### src/rtl/led_scan_pkg.sv
// Shared types and constants for the LED scan arbiter.
// State enum, decoder enable codes, LED idle pattern, requester count.
package led_scan_pkg;

  typedef enum logic [1:0] {
    ST_IDLE  = 2'd0,
    ST_GRANT = 2'd1
`ifdef LED_SCAN_BLANK_EN
    ,
    ST_BLANK = 2'd2
`endif
  } state_t;

  localparam int         NUM_REQ     = 8;
  localparam logic [2:0] ENABLE_ON   = 3'b100;
  localparam logic [2:0] ENABLE_OFF  = 3'b000;
  localparam logic [7:0] LED_ALL_OFF = 8'hff;

  // Active-low one-hot pattern for one decoder line.
  function automatic logic [7:0] led_for(
    input logic [2:0] id
  );
    return ~(8'h01 << id);
  endfunction

endpackage

### src/rtl/led_scan_arbiter_rr_pick.sv
// Combinational rotating-priority encoder.
// Ports: req[7:0], ptr[2:0] in; winner[2:0] (first set bit at or after ptr), any out.
module rr_pick
  import led_scan_pkg::*;
(
  input  logic [7:0] req,
  input  logic [2:0] ptr,
  output logic [2:0] winner,
  output logic       any
);

  logic [2:0] idx;

  // Scan from farthest to nearest so the nearest hit is written last.
  always_comb begin
    winner = ptr;
    any    = |req;
    idx    = '0;
    for (int k = NUM_REQ - 1; k >= 0; k--) begin
      idx = ptr + 3'(k);
      if (req[idx]) begin
        winner = idx;
      end
    end
  end

endmodule

### src/rtl/led_scan_arbiter.sv
// Round-robin arbiter time-sharing one 3-to-8 LED decoder among 8 requesters.
// Ports: clk, rst (async high), req[7:0], dwell; registered switch, enable, led, busy, slot_done.
// Optional LED_SCAN_BLANK_EN inserts one dark cycle after every grant.
module led_scan_arbiter
  import led_scan_pkg::*;
#(
  parameter int DWELL_W = 4
) (
  input  logic               clk,
  input  logic               rst,
  input  logic [7:0]         req,
  input  logic [DWELL_W-1:0] dwell,
  output logic [2:0]         switch,
  output logic [2:0]         enable,
  output logic [7:0]         led,
  output logic               busy,
  output logic               slot_done
);

  state_t state_q, state_d;

  logic [2:0]         ptr_q, ptr_d;
  logic [2:0]         switch_q, switch_d;
  logic [2:0]         enable_q, enable_d;
  logic [7:0]         led_q, led_d;
  logic               busy_q, busy_d;
  logic               slot_done_q, slot_done_d;
  logic [DWELL_W-1:0] dwell_q, dwell_d;
  logic [DWELL_W-1:0] cnt_q, cnt_d;

  logic       start;
  logic       last;
  logic       grant_d;
  logic [2:0] pick_ptr;
  logic [2:0] winner;
  logic       any;

  // A back-to-back grant must already see the pointer
  // advanced past the requester just finishing.
  assign pick_ptr = (state_q == ST_GRANT) ? switch_q + 3'd1 : ptr_q;
  assign last     = (state_q == ST_GRANT) && (cnt_q == dwell_q);

  rr_pick u_pick (
    .req    (req),
    .ptr    (pick_ptr),
    .winner (winner),
    .any    (any)
  );

  always_ff @(posedge clk or posedge rst) begin
    if (rst) begin
      state_q     <= ST_IDLE;
      ptr_q       <= '0;
      switch_q    <= '0;
      enable_q    <= ENABLE_OFF;
      led_q       <= LED_ALL_OFF;
      busy_q      <= 1'b0;
      slot_done_q <= 1'b0;
      dwell_q     <= '0;
      cnt_q       <= '0;
    end else begin
      state_q     <= state_d;
      ptr_q       <= ptr_d;
      switch_q    <= switch_d;
      enable_q    <= enable_d;
      led_q       <= led_d;
      busy_q      <= busy_d;
      slot_done_q <= slot_done_d;
      dwell_q     <= dwell_d;
      cnt_q       <= cnt_d;
    end
  end

  always_comb begin
    state_d = state_q;
    start   = 1'b0;
    unique case (state_q)
      ST_IDLE: begin
        if (any) begin
          state_d = ST_GRANT;
          start   = 1'b1;
        end
      end
      ST_GRANT: begin
        if (last) begin
`ifdef LED_SCAN_BLANK_EN
          state_d = ST_BLANK;
`else
          if (any) begin
            state_d = ST_GRANT;
            start   = 1'b1;
          end else begin
            state_d = ST_IDLE;
          end
`endif
        end
      end
`ifdef LED_SCAN_BLANK_EN
      ST_BLANK: begin
        if (any) begin
          state_d = ST_GRANT;
          start   = 1'b1;
        end else begin
          state_d = ST_IDLE;
        end
      end
`endif
      default: begin
        state_d = ST_IDLE;
      end
    endcase
  end

  // Outputs are computed one cycle ahead and registered,
  // so nothing reaches a port combinationally.
  always_comb begin
    ptr_d    = ptr_q;
    switch_d = switch_q;
    dwell_d  = dwell_q;
    cnt_d    = cnt_q;
    if (last) begin
      ptr_d = switch_q + 3'd1;
    end
    if (start) begin
      switch_d = winner;
      dwell_d  = dwell;
      cnt_d    = '0;
    end else if (state_d == ST_GRANT) begin
      cnt_d = cnt_q + DWELL_W'(1);
    end
    grant_d     = (state_d == ST_GRANT);
    enable_d    = grant_d ? ENABLE_ON : ENABLE_OFF;
    led_d       = grant_d ? led_for(switch_d) : LED_ALL_OFF;
    busy_d      = grant_d;
    slot_done_d = grant_d && (cnt_d == dwell_d);
  end

  assign switch    = switch_q;
  assign enable    = enable_q;
  assign led       = led_q;
  assign busy      = busy_q;
  assign slot_done = slot_done_q;

endmodule

### config.mk
export PLATFORM = sky130hd
export DESIGN_NAME = led_scan_arbiter
export DESIGN_NICKNAME = d
export VERILOG_FILES = /design/src/rtl/led_scan_pkg.sv /design/src/rtl/led_scan_arbiter_rr_pick.sv /design/src/rtl/led_scan_arbiter.sv
export SDC_FILE = /design/constraint.sdc
export NUM_CORES = 1
export LEC_CHECK = 0
export ABC_AREA = 1
export BUFFER_PORTS_ARGS = -buffer_cell sky130_fd_sc_hd__buf_2
export CAP_MARGIN = 40
export CELL_PAD_IN_SITES_DETAIL_PLACEMENT = 2
export CELL_PAD_IN_SITES_GLOBAL_PLACEMENT = 2
export CORE_MARGIN = 2
export CORE_UTILIZATION = 32
export CTS_CLUSTER_SIZE = 10
export DETAILED_ROUTE_END_ITERATION = 16
export MAX_ROUTING_LAYER = met4
export PLACE_DENSITY_LB_ADDON = 0.1
export RECOVER_POWER = 100
export SLEW_MARGIN = 15
export SYNTH_ARGS = -nofsm -noshare
export SYNTH_HDL_FRONTEND = slang
export SYNTH_SLANG_ARGS = --single-unit
### constraint.sdc
create_clock -name clk -period 3 [get_ports clk]
set_input_delay 0.6 -clock clk [delete_from_list [all_inputs] [get_ports clk]]
set_output_delay 0.6 -clock clk [all_outputs]
set_load 0.02 [all_outputs]
==> key figures, run 1 <==
Synth
  • Post-synth ARST share: 1.000
  • Mapped Area: 2043 sq um
  • Most common cell in the synthesized netlist: sky130_fd_sc_hd__nand2_1
  • Area fraction in and, or, nand and nor cells after synthesis: 0.4305
  • Count of flip-flops with a built-in enable after synthesis: 0
  • Top post-synthesis cells by area: sky130_fd_sc_hd__dfrtp_1 22%, sky130_fd_sc_hd__nand2_1 19%, sky130_fd_sc_hd__dfstp_2 10%, sky130_fd_sc_hd__nand3_1 7.8%, sky130_fd_sc_hd__inv_1 6.2%
  • Main combinational cell family by area after synthesis: simple AND/OR/NAND/NOR gates
  • Top-area cell type share of the netlist area: 0.2205
  • Per-instance average area after synthesis: 6.950 sq um
  • Number of distinct library cells after synthesis: 34
  • Adder-cell area share of the yosys netlist: 0.02449
  • Cell taking the most area after synthesis: sky130_fd_sc_hd__dfrtp_1
  • Top cells by count, synth: 103 x sky130_fd_sc_hd__nand2_1, 34 x sky130_fd_sc_hd__inv_1, 32 x sky130_fd_sc_hd__nand3_1, 19 x sky130_fd_sc_hd__nand2_2, 18 x sky130_fd_sc_hd__dfrtp_1
  • Part of the Yosys area used for sequential elements: 0.3233
  • Register bit count reported by yosys: 26
  • Synth Area in Compound Gates: 0.08879
  • Xor/xnor share of the synthesized area: 0.03001
  • Fraction of synthesized area in multiplexers: 0
  • Synthesis warning total: 0
  • Number of instances in the synthesized netlist: 294
  • Predominant post-synthesis flop cell: sky130_fd_sc_hd__dfrtp_1

Setup path
  • Maximum fanout encountered on the critical timing path: 5
  • Critical path class: flip-flop to flip-flop
  • Setup crit end kind: flip-flop
  • Launching element of the worst setup path: switch[0]$_DFF_PP0_
  • Endpoint of the worst-slack reg-to-reg timing path: led[7]$_DFF_PP1_
  • Number of cells traversed by the worst register-to-register path: 19
  • Req. time, crit path: 3210 ps
  • Worst Path Arrival: 2890 ps
  • Startpoint of the lowest-slack register-to-register path: switch[0]$_DFF_PP0_
  • Worst R2R Setup Slack: 320 ps
  • Worst setup SP type: flip-flop

Routing
  • Final Routed Wirelength: 5.967 mm
  • Via-per-instance ratio: 4.789
  • Vias post-DR: 1954
  • Antenna Violating Nets Remaining: 0
  • Wire length per cell: 14.63 microns
  • # DRC: 0
  • Number of violations reported at the end of detailed-routing iteration 0: 29
  • First-pass DRT Iterations: 2

Finish
  • NumNets Final: 350
  • Combined flip-flop and latch cell area: 660.6 sq um
  • Diode count: 0
  • Layout area overhead: 15.43%
  • Core occupancy in the finished layout: 0.3757
  • Fill count: 792
  • Layout cell share with drive strength beyond 1: 0.2477
  • Area of all placed cells without fillers: 2359 sq um
  • Combined area of the multi-input logic cells: 1192 sq um
  • Number of standard cells in the final layout excluding fillers: 408

Timing
  • Max Freq: 0.3730 GHz
  • Hold violation total from the final report: 0
  • Worst-case setup margin in the final layout: 319.4 ps
  • Final number of setup-violating endpoints: 0
  • Setup TNS Final: 0 ps
  • Fin crit share: 0.8935
  • Worst-case clock skew: 3.087 ps
  • Worst hold slack across all endpoints: 438.1 ps
  • Final Max Tran Viols: 0
  • Max-slew headroom: 0.5066
  • Period minus WS final: 2681 ps
  • Unrepaired setup endpoints after global routing: false
  • Slew @ Worst Pin: 739.2 ps

Floorplan
  • Starting density of the core: 0.3255
  • Row cnt: 29
  • DIE AREA: 7040 sq um
  • Placeable core region: 6277 sq um
  • I/O pin count: 30
  • Vertical die dimension: 83.91 microns
  • Die extent in x: 83.91 microns

Clocking
  • Total clock buffers created by CTS: 3
  • Max clock buf depth: 2
  • H-tree levels: 1
  • Clock slew at reported path FFs: 90 ps
  • CTS sink cnt: 26
  • Root Buffer: sky130_fd_sc_hd__clkbuf_8
  • Clock tree from TritonCTS: yes
  • Worst-skew pair later-pin latency: 270 ps

Power
  • Post-layout power: 3.003 mW
  • IR Drop Worst-Case VDD: 0.5931 mV
  • Power density over cell area: 1273 nW/um^2
  • Static power due to leakage: 1.220 nW

Global route
  • Global route total overflow: 0
  • Number of global-route vias before repair: 2183
  • Number of antenna violations at the first check in global routing: 0
  • Global-route wire length before repair: 10.47 mm
  • Total track usage: 0.1887
  • Maximum number of pins on one net before global-route repair: 20

Flow run
  • Number of max-capacitance violations reported: 0

Placed design
  • Setup Slack @ Placement: 220.9 ps
  • Weighted congestion at the end of routability-driven global placement: 0.8049
  • Number of placed instances with taps included: 399
  • Instance area after placement: 2267 sq um
  • DP HPWL: 4.917 mm
  • Number of buffers inserted by port buffering: 27

Hold path
  • Worst min path class: input pin to asynchronous set/reset pin

Outcome
  • Run status: finished, final reports clean
==> metal layers <==
metal  vias up  GRT usage  share of wire
met3         4   0.009891          0.012
met2        15     0.3571           0.54
met5         -          -              0
li1        991          -              -
met4         0    0.04985          0.010
met1       944     0.2156           0.43
==> cell type report <==
| class | count | area share |
|---|---|---|
| Clock buffer | 3 | 0.01751 |
| Clock inverter | 1 | 0.01273 |
| Inverter | 41 | 0.06525 |
| Multi-Input combinational cell | 223 | 0.5056 |
| Sequential cell | 26 | 0.2801 |
| Tap cell | 77 | 0.04085 |
| Timing Repair Buffer | 37 | 0.07798 |
==> kinds of logic (layout without fill, tap and decap cells) <==
| kind of cell | count (synthesis) | count (layout) |
|---|---|---|
| buffers and inverters | 47 | 82 |
| adder cells (fa/ha/maj) | 4 | 4 |
| XOR/XNOR | 7 | 7 |
| flip-flops | 26 | 26 |
| AO/OA/AOI/OAI | 28 | 28 |
| AND/OR/NAND/NOR | 181 | 181 |
| other | 1 | 3 |
==> flip-flops by register name (all words and copies together) (netlist names) <==
| name | count |
|---|---|
| state_q | 2 |
| cnt_q | 4 |
| led | 8 |
| slot_done | 1 |
| dwell_q | 4 |
| switch | 3 |
| enable | 1 |
| ptr_q | 3 |
==> worst max-delay path, stage by stage, from the launching register on <==
cell                      delay, ps
sky130_fd_sc_hd__dfrtp_1        440
sky130_fd_sc_hd__ha_1           340
sky130_fd_sc_hd__nand3_1        100
sky130_fd_sc_hd__nand2_2         70
sky130_fd_sc_hd__ha_2           390
sky130_fd_sc_hd__inv_1          100
sky130_fd_sc_hd__o21ai_2        180
sky130_fd_sc_hd__nand2_1         80
sky130_fd_sc_hd__nand2_1        110
sky130_fd_sc_hd__nand2_1         70
sky130_fd_sc_hd__nand2_1         60
sky130_fd_sc_hd__nand2_1         50
sky130_fd_sc_hd__nand2_1         70
sky130_fd_sc_hd__nand2_2         70
sky130_fd_sc_hd__nand2_2         70
sky130_fd_sc_hd__nand2_1         50
sky130_fd_sc_hd__nand3_1         60
sky130_fd_sc_hd__nand2_1         90
sky130_fd_sc_hd__a21oi_2        160
sky130_fd_sc_hd__nand2_1         70
==> worst max path at each step <==
stage,depth (start not counted),endpoint,slack [ps]
2_1_floorplan,17,led[6]$_DFF_PP1_,380
3_3_place_gp,19,led[7]$_DFF_PP1_,280
3_5_place_dp,21,led[7]$_DFF_PP1_,220
4_1_cts,21,led[7]$_DFF_PP1_,200
5_1_grt,19,led[7]$_DFF_PP1_,30
6_report,19,led[7]$_DFF_PP1_,320
==> layout by cell type, fill, tap and decap left out, drive strengths merged <==
cell     instances
nor2             9
nand3           39
o21ai           13
conb             3
clkbuf          20
nand3b           1
a31oi            1
nand2          127
nor4             1
buf             20
ha               4
a21oi           11
xor2             1
bufinv           1
dfrtp           18
o2111ai          1
nand4            2
xnor2            6
o211ai           1
or2              2
dfstp            8
o21a             1
inv             41
==> report_power, final <==
part | switching (mW) | internal [mW]
clock network | 0.113 | 0.179
registers | 0.0952 | 0.506
logic | 1.40 | 0.714
==> what timing repair did <==
item	CTS	global route
hold buffers	0	0
gates resized for setup	0	3
endpoints found under the setup margin	0	8
buffers inserted	0	5
(Power assumes the default switching activity.)
==> run 2: changes to the inputs <==
Settings changed: CORE_MARGIN 2 to 1.5.
==> key figures, run 2 (same netlist as run 1, synthesis figures left out) <==
Routing
  • # DRC: 0 (unchanged)
  • Vias post-DR: 1953 (was 1954)
  • Via-per-instance ratio: 4.822 (was 4.789)
  • First-pass DRT Iterations: 4 (was 2)
  • Final Routed Wirelength: 6.056 mm (was 5.967 mm)
  • Wire length per cell: 14.95 microns (was 14.63 microns)
  • Number of violations reported at the end of detailed-routing iteration 0: 34 (was 29)
  • Antenna Violating Nets Remaining: 0 (unchanged)

Timing
  • Setup TNS Final: 0 ps (unchanged)
  • Worst hold slack across all endpoints: 548.4 ps (was 438.1 ps)
  • Max Freq: 0.3653 GHz (was 0.3730 GHz)
  • Final Max Tran Viols: 0 (unchanged)
  • Period minus WS final: 2737 ps (was 2681 ps)
  • Worst-case clock skew: 2.086 ps (was 3.087 ps)
  • Fin crit share: 0.9124 (was 0.8935)
  • Slew @ Worst Pin: 982.5 ps (was 739.2 ps)
  • Max-slew headroom: 0.3450 (was 0.5066)
  • Hold violation total from the final report: 0 (unchanged)
  • Final number of setup-violating endpoints: 0 (unchanged)

Clocking
  • Max clock buf depth: 2 (unchanged)
  • Worst-skew pair later-pin latency: 270 ps (about the same)
  • Root Buffer: sky130_fd_sc_hd__clkbuf_8 (unchanged)
  • Clock slew at reported path FFs: 90 ps (about the same)
  • Number of hold buffers added after cts: 0 (unchanged)
  • Total clock buffers created by CTS: 3 (unchanged)
  • H-tree levels: 1 (unchanged)
  • Clock tree from TritonCTS: yes (unchanged)
  • CTS sink cnt: 26 (unchanged)

Floorplan
  • Vertical die dimension: 82.91 microns (was 83.91 microns)
  • Die extent in x: 82.91 microns (was 83.91 microns)
  • DIE AREA: 6873 sq um (was 7040 sq um)
  • I/O pin count: 30 (unchanged)
  • Starting density of the core: 0.3391 (was 0.3255)
  • Placeable core region: 6026 sq um (was 6277 sq um)
  • Row cnt: 28 (was 29)

Setup path
  • Setup crit end kind: flip-flop (unchanged)
  • Launching element of the worst setup path: switch[0]$_DFF_PP0_ (unchanged)
  • Maximum fanout encountered on the critical timing path: 5 (unchanged)
  • Cells along the critical path: ha_1 > nand3_1 > nand2_2 > ha_2 > inv_1 > o21ai_2 > nand2_1 > nand2_2 > nand2_1 > nand2_1 > nand2_1 > nand2_1 > nand2_2 > nand2_2 > nand2_1 > nand3_2 > nand2_1 > nor2_2 > nand2_1 (was ha_1 > nand3_1 > nand2_2 > ha_2 > inv_1 > o21ai_2 > nand2_1 > nand2_1 > nand2_1 > nand2_1 > nand2_1 > nand2_1 > nand2_2 > nand2_2 > nand2_1 > nand3_1 > nand2_1 > a21oi_2 > nand2_1)
  • Startpoint of the lowest-slack register-to-register path: switch[0]$_DFF_PP0_ (unchanged)
  • Worst path max stage delay: 440 ps (about the same)
  • Slowest cell on crit path: sky130_fd_sc_hd__dfrtp_1 (unchanged)
  • Cell seen most often among critical-path stages: sky130_fd_sc_hd__nand2_1 (unchanged)
  • Critical path class: flip-flop to flip-flop (unchanged)
  • Combined buffer and inverter count along the critical path: 1 (unchanged)
  • Req. time, crit path: 3210 ps (about the same)
  • Worst Path Arrival: 2940 ps (was 2890 ps)
  • Delay-heaviest family, CP: simple AND/OR/NAND/NOR gates (unchanged)
  • Worst setup SP type: flip-flop (unchanged)

Power
  • Sw frac: 0.5368 (was 0.5341)
  • Static power due to leakage: 1.210 nW (was 1.220 nW)
  • P_int: 1.387 mW (was 1.399 mW)
  • Reported net switching power: 1.607 mW (was 1.604 mW)
  • IR Drop Worst-Case VDD: 0.4976 mV (was 0.5931 mV)
  • Power density over cell area: 1280 nW/um^2 (was 1273 nW/um^2)
  • Proportion of power drawn by flip-flops and latches: 0.202 (was 0.200)
  • Comb power frac: 0.700 (was 0.702)
  • Relative contribution of the clock network to total power: 0.099 (was 0.097)

Finish
  • Layout area overhead: 14.51% (was 15.43%)
  • NumNets Final: 349 (was 350)
  • Layout cell share with drive strength beyond 1: 0.2424 (was 0.2477)
  • Number of standard cells in the final layout excluding fillers: 405 (was 408)
  • Core occupancy in the finished layout: 0.3883 (was 0.3757)
  • Flip-flop count of the largest register after layout: 8 (unchanged)
  • Commonest non-fill, non-tap cells in the layout: 104 x sky130_fd_sc_hd__nand2_1, 34 x sky130_fd_sc_hd__inv_1, 32 x sky130_fd_sc_hd__nand3_1 (unchanged)
  • Fill count: 767 (was 792)
  • Diode count: 0 (unchanged)
  • Leading cell type in the layout, fill and taps excluded: sky130_fd_sc_hd__nand2_1 (unchanged)

Global route
  • Global-route wire length before repair: 10.44 mm (was 10.47 mm)
  • Total track usage: 0.1925 (was 0.1887)
  • Maximum number of pins on one net before global-route repair: 19 (was 20)
  • Global route total overflow: 0 (unchanged)
  • Number of global-route vias before repair: 2196 (was 2183)
  • Number of antenna violations at the first check in global routing: 0 (unchanged)

Hold path
  • Worst min path class: input pin to asynchronous set/reset pin (unchanged)

Placed design
  • Weighted congestion at the end of routability-driven global placement: 0.7936 (was 0.8049)
  • Number of placed instances with taps included: 397 (was 399)
  • Number of buffers inserted by port buffering: 27 (unchanged)
  • DP HPWL: 5.070 mm (was 4.917 mm)

Flow run
  • Number of max-capacitance violations reported: 0 (unchanged)

Outcome
  • Run status: finished, final reports clean (unchanged)
-- run 2: cell count changes in the layout (fill, tap and decap cells not counted), sizes merged --
cell	delta
buf	-2
clkbuf	+1
-- run 2: path summary, 6_finish.rpt --
| check | end | slack (ps) | depth (start not counted) |
|---|---|---|---|
| setup / recovery | led[4]$_DFF_PP1_ | 260 | 19 |
| hold reg to reg | dwell_q[2]$_DFF_PP0_ | 550 | 2 |
| max in group asynchronous | ptr_q[1]$_DFFE_PP0P_ | 1520 | 3 |
| setup reg to reg | led[4]$_DFF_PP1_ | 260 | 19 |
| min in group clk | dwell_q[2]$_DFF_PP0_ | 550 | 2 |
| hold / removal | led[1]$_DFF_PP1_ | 550 | 2 |
-- run 2: final cells by class --
class	count	area, sq um	area share
clock buffer	3	41.29	0.01765
tap	75	93.84	0.04011
inverter	41	153.9	0.06578
multi-input combinational	223	1187	0.5075
timing repair buffer	36	172.7	0.07380
clock inverter	1	30.03	0.01283
sequential	26	660.6	0.2824
-- run 2: power groups by stage --
stage | registers, mW | logic (mW) | clock network [mW]
global route | 0.625 | 2.41 | 0.311
CTS | 0.604 | 2.13 | 0.303
finish | 0.603 | 2.10 | 0.295
floorplan | 0.671 | 1.52 | 0
global placement | 0.603 | 2.05 | 0
detailed placement | 0.611 | 2.12 | 0
-- run 2: metal layers --
metal,GRT usage,share of wire
met5,-,0
met1,0.2062,0.41
met3,0.008946,0.018
met2,0.3843,0.56
met4,0.04545,0.012
-- run 2: metrics by stage --
step           area [sq um]  power [mW]  worst slack, ps
5_1_grt                2340       3.349           -9.602
3_5_place_dp           2285       2.727            202.4
6_report               2340       2.994            262.8
2_1_floorplan          2051       2.195            384.2
4_1_cts                2356       3.036            185.7
3_3_place_gp           2257       2.651            290.3
-- run 2: worst reg2reg max path: cells and delay by family, from the launching register on --
family                     cells  cell delay [ps]
buffers and inverters          1              100
DFF                            1              440
adders and majority gates      2              740
AOI/OAI and AO/OA              1              180
and+or+nand+nor               15             1210
-- run 2: what timing repair did --
action	CTS	global route
endpoints found under the setup margin	0	8
setup buffers	0	4
gates resized for setup	0	3
==> run 3: changes to the inputs <==
Settings changed: ABC_AREA 1 to unset, CORE_UTILIZATION 32 to 36, CTS_BUF_LIST set to sky130_fd_sc_hd__clkbuf_4 sky130_fd_sc_hd__clkbuf_8 sky130_fd_sc_hd__clkbuf_16, CTS_CLUSTER_SIZE 10 to unset.
==> key figures, run 3 <==
Outcome
  • Run status: finished with violations (was finished, final reports clean)
  • Violations in the final reports: setup timing

Synth
  • Synthesis warning total: 0 (unchanged)
  • Part of the Yosys area used for sequential elements: 0.2866 (was 0.3233)
  • Register bit count reported by yosys: 26 (unchanged)
  • Top post-synthesis cells by area: sky130_fd_sc_hd__dfrtp_1 20%, sky130_fd_sc_hd__dfstp_2 9.1%, sky130_fd_sc_hd__mux2i_1 6.1%, sky130_fd_sc_hd__mux2_2 4.9%, sky130_fd_sc_hd__a21oi_1 4.1% (was sky130_fd_sc_hd__dfrtp_1 22%, sky130_fd_sc_hd__nand2_1 19%, sky130_fd_sc_hd__dfstp_2 10%, sky130_fd_sc_hd__nand3_1 7.8%, sky130_fd_sc_hd__inv_1 6.2%)
  • Mapped Area: 2305 sq um (was 2043 sq um)
  • Top cells by count, synth: 21 x sky130_fd_sc_hd__nand2_1, 19 x sky130_fd_sc_hd__a21oi_1, 18 x sky130_fd_sc_hd__dfrtp_1, 17 x sky130_fd_sc_hd__nor2_1, 14 x sky130_fd_sc_hd__mux2i_1 (was 103 x sky130_fd_sc_hd__nand2_1, 34 x sky130_fd_sc_hd__inv_1, 32 x sky130_fd_sc_hd__nand3_1, 19 x sky130_fd_sc_hd__nand2_2, 18 x sky130_fd_sc_hd__dfrtp_1)
  • Per-instance average area after synthesis: 9.110 sq um (was 6.950 sq um)
  • Cell taking the most area after synthesis: sky130_fd_sc_hd__dfrtp_1 (unchanged)
  • Most common cell in the synthesized netlist: sky130_fd_sc_hd__nand2_1 (unchanged)
  • Number of instances in the synthesized netlist: 253 (was 294)
  • Top-area cell type share of the netlist area: 0.1954 (was 0.2205)
  • Count of flip-flops with a built-in enable after synthesis: 0 (unchanged)
  • Post-synth ARST share: 1.000 (unchanged)
  • Number of distinct library cells after synthesis: 61 (was 34)
  • Predominant post-synthesis flop cell: sky130_fd_sc_hd__dfrtp_1 (unchanged)

Finish
  • Core occupancy in the finished layout: 0.5087 (was 0.3883)
  • Diode count: 0 (unchanged)
  • NumNets Final: 330 (was 349)
  • Layout cell share with drive strength beyond 1: 0.3955 (was 0.2424)
  • Commonest non-fill, non-tap cells in the layout: 33 x sky130_fd_sc_hd__buf_4, 21 x sky130_fd_sc_hd__nand2_1, 17 x sky130_fd_sc_hd__clkbuf_1 (was 104 x sky130_fd_sc_hd__nand2_1, 34 x sky130_fd_sc_hd__inv_1, 32 x sky130_fd_sc_hd__nand3_1)
  • Leading cell type in the layout, fill and taps excluded: sky130_fd_sc_hd__buf_4 (was sky130_fd_sc_hd__nand2_1)
  • Fill count: 661 (was 767)
  • Combined area of the multi-input logic cells: 1804 sq um (was 1187 sq um)
  • Combined flip-flop and latch cell area: 663.1 sq um (was 660.6 sq um)
  • Flip-flop count of the largest register after layout: 8 (unchanged)
  • Number of standard cells in the final layout excluding fillers: 386 (was 405)
  • Layout area overhead: 33.77% (was 14.51%)

Clocking
  • Clock slew at reported path FFs: 90 ps (about the same)
  • Root Buffer: sky130_fd_sc_hd__clkbuf_8 (unchanged)
  • Max clock buf depth: 2 (unchanged)
  • Clock tree from TritonCTS: yes (unchanged)
  • Number of hold buffers added after cts: 0 (unchanged)
  • Total clock buffers created by CTS: 3 (unchanged)
  • H-tree levels: 1 (unchanged)
  • Worst-skew pair later-pin latency: 270 ps (about the same)
  • CTS sink cnt: 26 (unchanged)

Floorplan
  • Starting density of the core: 0.3803 (was 0.3391)
  • Row cnt: 28 (unchanged)
  • I/O pin count: 30 (unchanged)
  • Die extent in x: 83.01 microns (was 82.91 microns)
  • Placeable core region: 6061 sq um (was 6026 sq um)
  • Vertical die dimension: 83.01 microns (was 82.91 microns)
  • DIE AREA: 6891 sq um (was 6873 sq um)

Global route
  • Maximum number of pins on one net before global-route repair: 17 (was 19)
  • Global-route wire length before repair: 13.60 mm (was 10.44 mm)
  • Number of antenna violations at the first check in global routing: 0 (unchanged)
  • Number of global-route vias before repair: 2510 (was 2196)
  • Total track usage: 0.2542 (was 0.1925)
  • Global route total overflow: 0 (unchanged)

Timing
  • Worst-case setup margin in the final layout: -130.6 ps (was 262.8 ps)
  • Final number of setup-violating endpoints: 6 (was 0)
  • Period minus WS final: 3131 ps (was 2737 ps)
  • Max Freq: 0.3194 GHz (was 0.3653 GHz)
  • Max-slew headroom: 0.5227 (was 0.3450)
  • Final Max Tran Viols: 0 (unchanged)
  • Worst-case clock skew: 6.214 ps (was 2.086 ps)
  • Fin crit share: 1.044 (was 0.9124)
  • Hold violation total from the final report: 0 (unchanged)
  • Unrepaired setup endpoints after global routing: true
  • Slew @ Worst Pin: 716.0 ps (was 982.5 ps)

Placed design
  • Number of placed instances with taps included: 369 (was 397)
  • Number of buffers inserted by port buffering: 27 (unchanged)
  • Setup Slack @ Placement: -116.6 ps (was 202.4 ps)
  • Weighted congestion at the end of routability-driven global placement: 0.8766 (was 0.7936)
  • DP HPWL: 6.000 mm (was 5.070 mm)

Setup path
  • Number of cells traversed by the worst register-to-register path: 13 (was 19)
  • Setup crit end kind: flip-flop (unchanged)
  • Worst Path Arrival: 3300 ps (was 2940 ps)
  • Req. time, crit path: 3170 ps (was 3210 ps)
  • Startpoint of the lowest-slack register-to-register path: switch[0]$_DFF_PP0_ (unchanged)
  • Critical path class: flip-flop to flip-flop (unchanged)
  • Maximum fanout encountered on the critical timing path: 5 (unchanged)
  • Worst setup SP type: flip-flop (unchanged)
  • Worst R2R Setup Slack: -130 ps (was 260 ps)
  • Endpoint of the worst-slack reg-to-reg timing path: led[1]$_DFF_PP1_ (was led[4]$_DFF_PP1_)

Hold path
  • Worst min path class: input pin to asynchronous set/reset pin (unchanged)

Power
  • Post-layout power: 4.291 mW (was 2.994 mW)
  • IR Drop Worst-Case VDD: 0.8194 mV (was 0.4976 mV)
  • Static power due to leakage: 1.204 nW (was 1.210 nW)
  • Power density over cell area: 1392 nW/um^2 (was 1280 nW/um^2)

Routing
  • Via-per-instance ratio: 5.959 (was 4.822)
  • Antenna Violating Nets Remaining: 0 (unchanged)
  • First-pass DRT Iterations: 4 (unchanged)
  • Number of violations reported at the end of detailed-routing iteration 0: 156 (was 34)
  • Wire length per cell: 23.79 microns (was 14.95 microns)
  • # DRC: 0 (unchanged)
  • Vias post-DR: 2300 (was 1953)
  • Final Routed Wirelength: 9.184 mm (was 6.056 mm)

Flow run
  • Number of max-capacitance violations reported: 0 (unchanged)
-- run 3: changes by cell type after synthesis, sizes merged, moves of 5 or more --
cell,delta
a211oi,+8
xnor2,+5
mux2,+12
nand2,-106
inv,-26
nand2b,+10
nand4,+7
nand3,-36
o211ai,+8
nor2,+8
a21oi,+9
mux2i,+16
-- run 3: cell type report --
class / count / area share
clock buffers: 4 / 0.01583
well taps: 75 / 0.03044
inverters: 15 / 0.02110
repair buffers: 65 / 0.1323
flip-flops and latches: 26 / 0.2151
multi-input cells: 201 / 0.5852
-- run 3: kinds of logic after synthesis --
group | synth area share
and+or+nand+nor | 0.1732
DFF | 0.2866
muxes | 0.1601
xor gates and xnor gates | 0.07546
buffers and inverters | 0.05917
AOI/OAI and AO/OA | 0.2220
other | 0.001627
adders and majority gates | 0.02172
-- run 3: worst max-delay path by stage --
stage                                     from          endpoint  slack [ps]  cells past startpoint
after global routing      state_q[0]$_DFF_PP0_  led[2]$_DFF_PP1_        -160                     13
final                      switch[0]$_DFF_PP0_  led[1]$_DFF_PP1_        -130                     13
after floorplan           state_q[0]$_DFF_PP0_  led[5]$_DFF_PP1_          30                     13
after CTS                  switch[1]$_DFF_PP0_  led[3]$_DFF_PP1_         0.9                     13
after global placement     switch[0]$_DFF_PP0_  led[1]$_DFF_PP1_          -2                     12
after detailed placement   switch[0]$_DFF_PP0_  led[5]$_DFF_PP1_        -120                     12
-- run 3: routing by layer --
metal  GRT usage  part of all wire  vias to the layer above
met5           -                 0                        -
met4     0.06515             0.025                        0
met3     0.01193             0.013                       17
met2      0.4775              0.55                       38
met1      0.2954              0.41                     1205
li1            -                 -                     1040
-- run 3: worst max-delay path, stage by stage (launching register included) --
cell	delay [ps]
sky130_fd_sc_hd__dfrtp_2	440
sky130_fd_sc_hd__ha_4	250
sky130_fd_sc_hd__mux2_4	290
sky130_fd_sc_hd__inv_4	70
sky130_fd_sc_hd__ha_4	150
sky130_fd_sc_hd__inv_4	50
sky130_fd_sc_hd__xnor2_4	150
sky130_fd_sc_hd__buf_4	160
sky130_fd_sc_hd__o311ai_1	370
sky130_fd_sc_hd__a22oi_1	170
sky130_fd_sc_hd__o31ai_1	310
sky130_fd_sc_hd__o21bai_2	260
sky130_fd_sc_hd__and2_4	230
sky130_fd_sc_hd__o211ai_1	120
-- run 3: power breakdown --
group / total [mW] / switching, mW / internal [mW] / leakage (nW)
Combinational: 3.47 / 1.97 / 1.50 / 0.873
Sequential: 0.612 / 0.119 / 0.492 / 0.305
Clock: 0.211 / 0.107 / 0.104 / 0.0262
Total: 4.29 / 2.19 / 2.10 / 1.20
-- run 3: metrics by stage --
stage / setup TNS, ps / hold WS, ps / instance area, sq um
after floorplan: 0 / 511.2 / 2371
after global placement: -2.830 / 540.9 / 2701
after detailed placement: -820.9 / 566.3 / 2701
after CTS: 0 / 390.5 / 2892
after global routing: -836.3 / 409.9 / 3083
final: -471.7 / 369.7 / 3083
-- run 3: timing repair --
item | 4_1_cts | 5_1_grt
endpoints found under the setup margin | 10 | 12
buffers inserted | 4 | 9
pin swaps | 7 | 16
resized for setup | 24 | 29
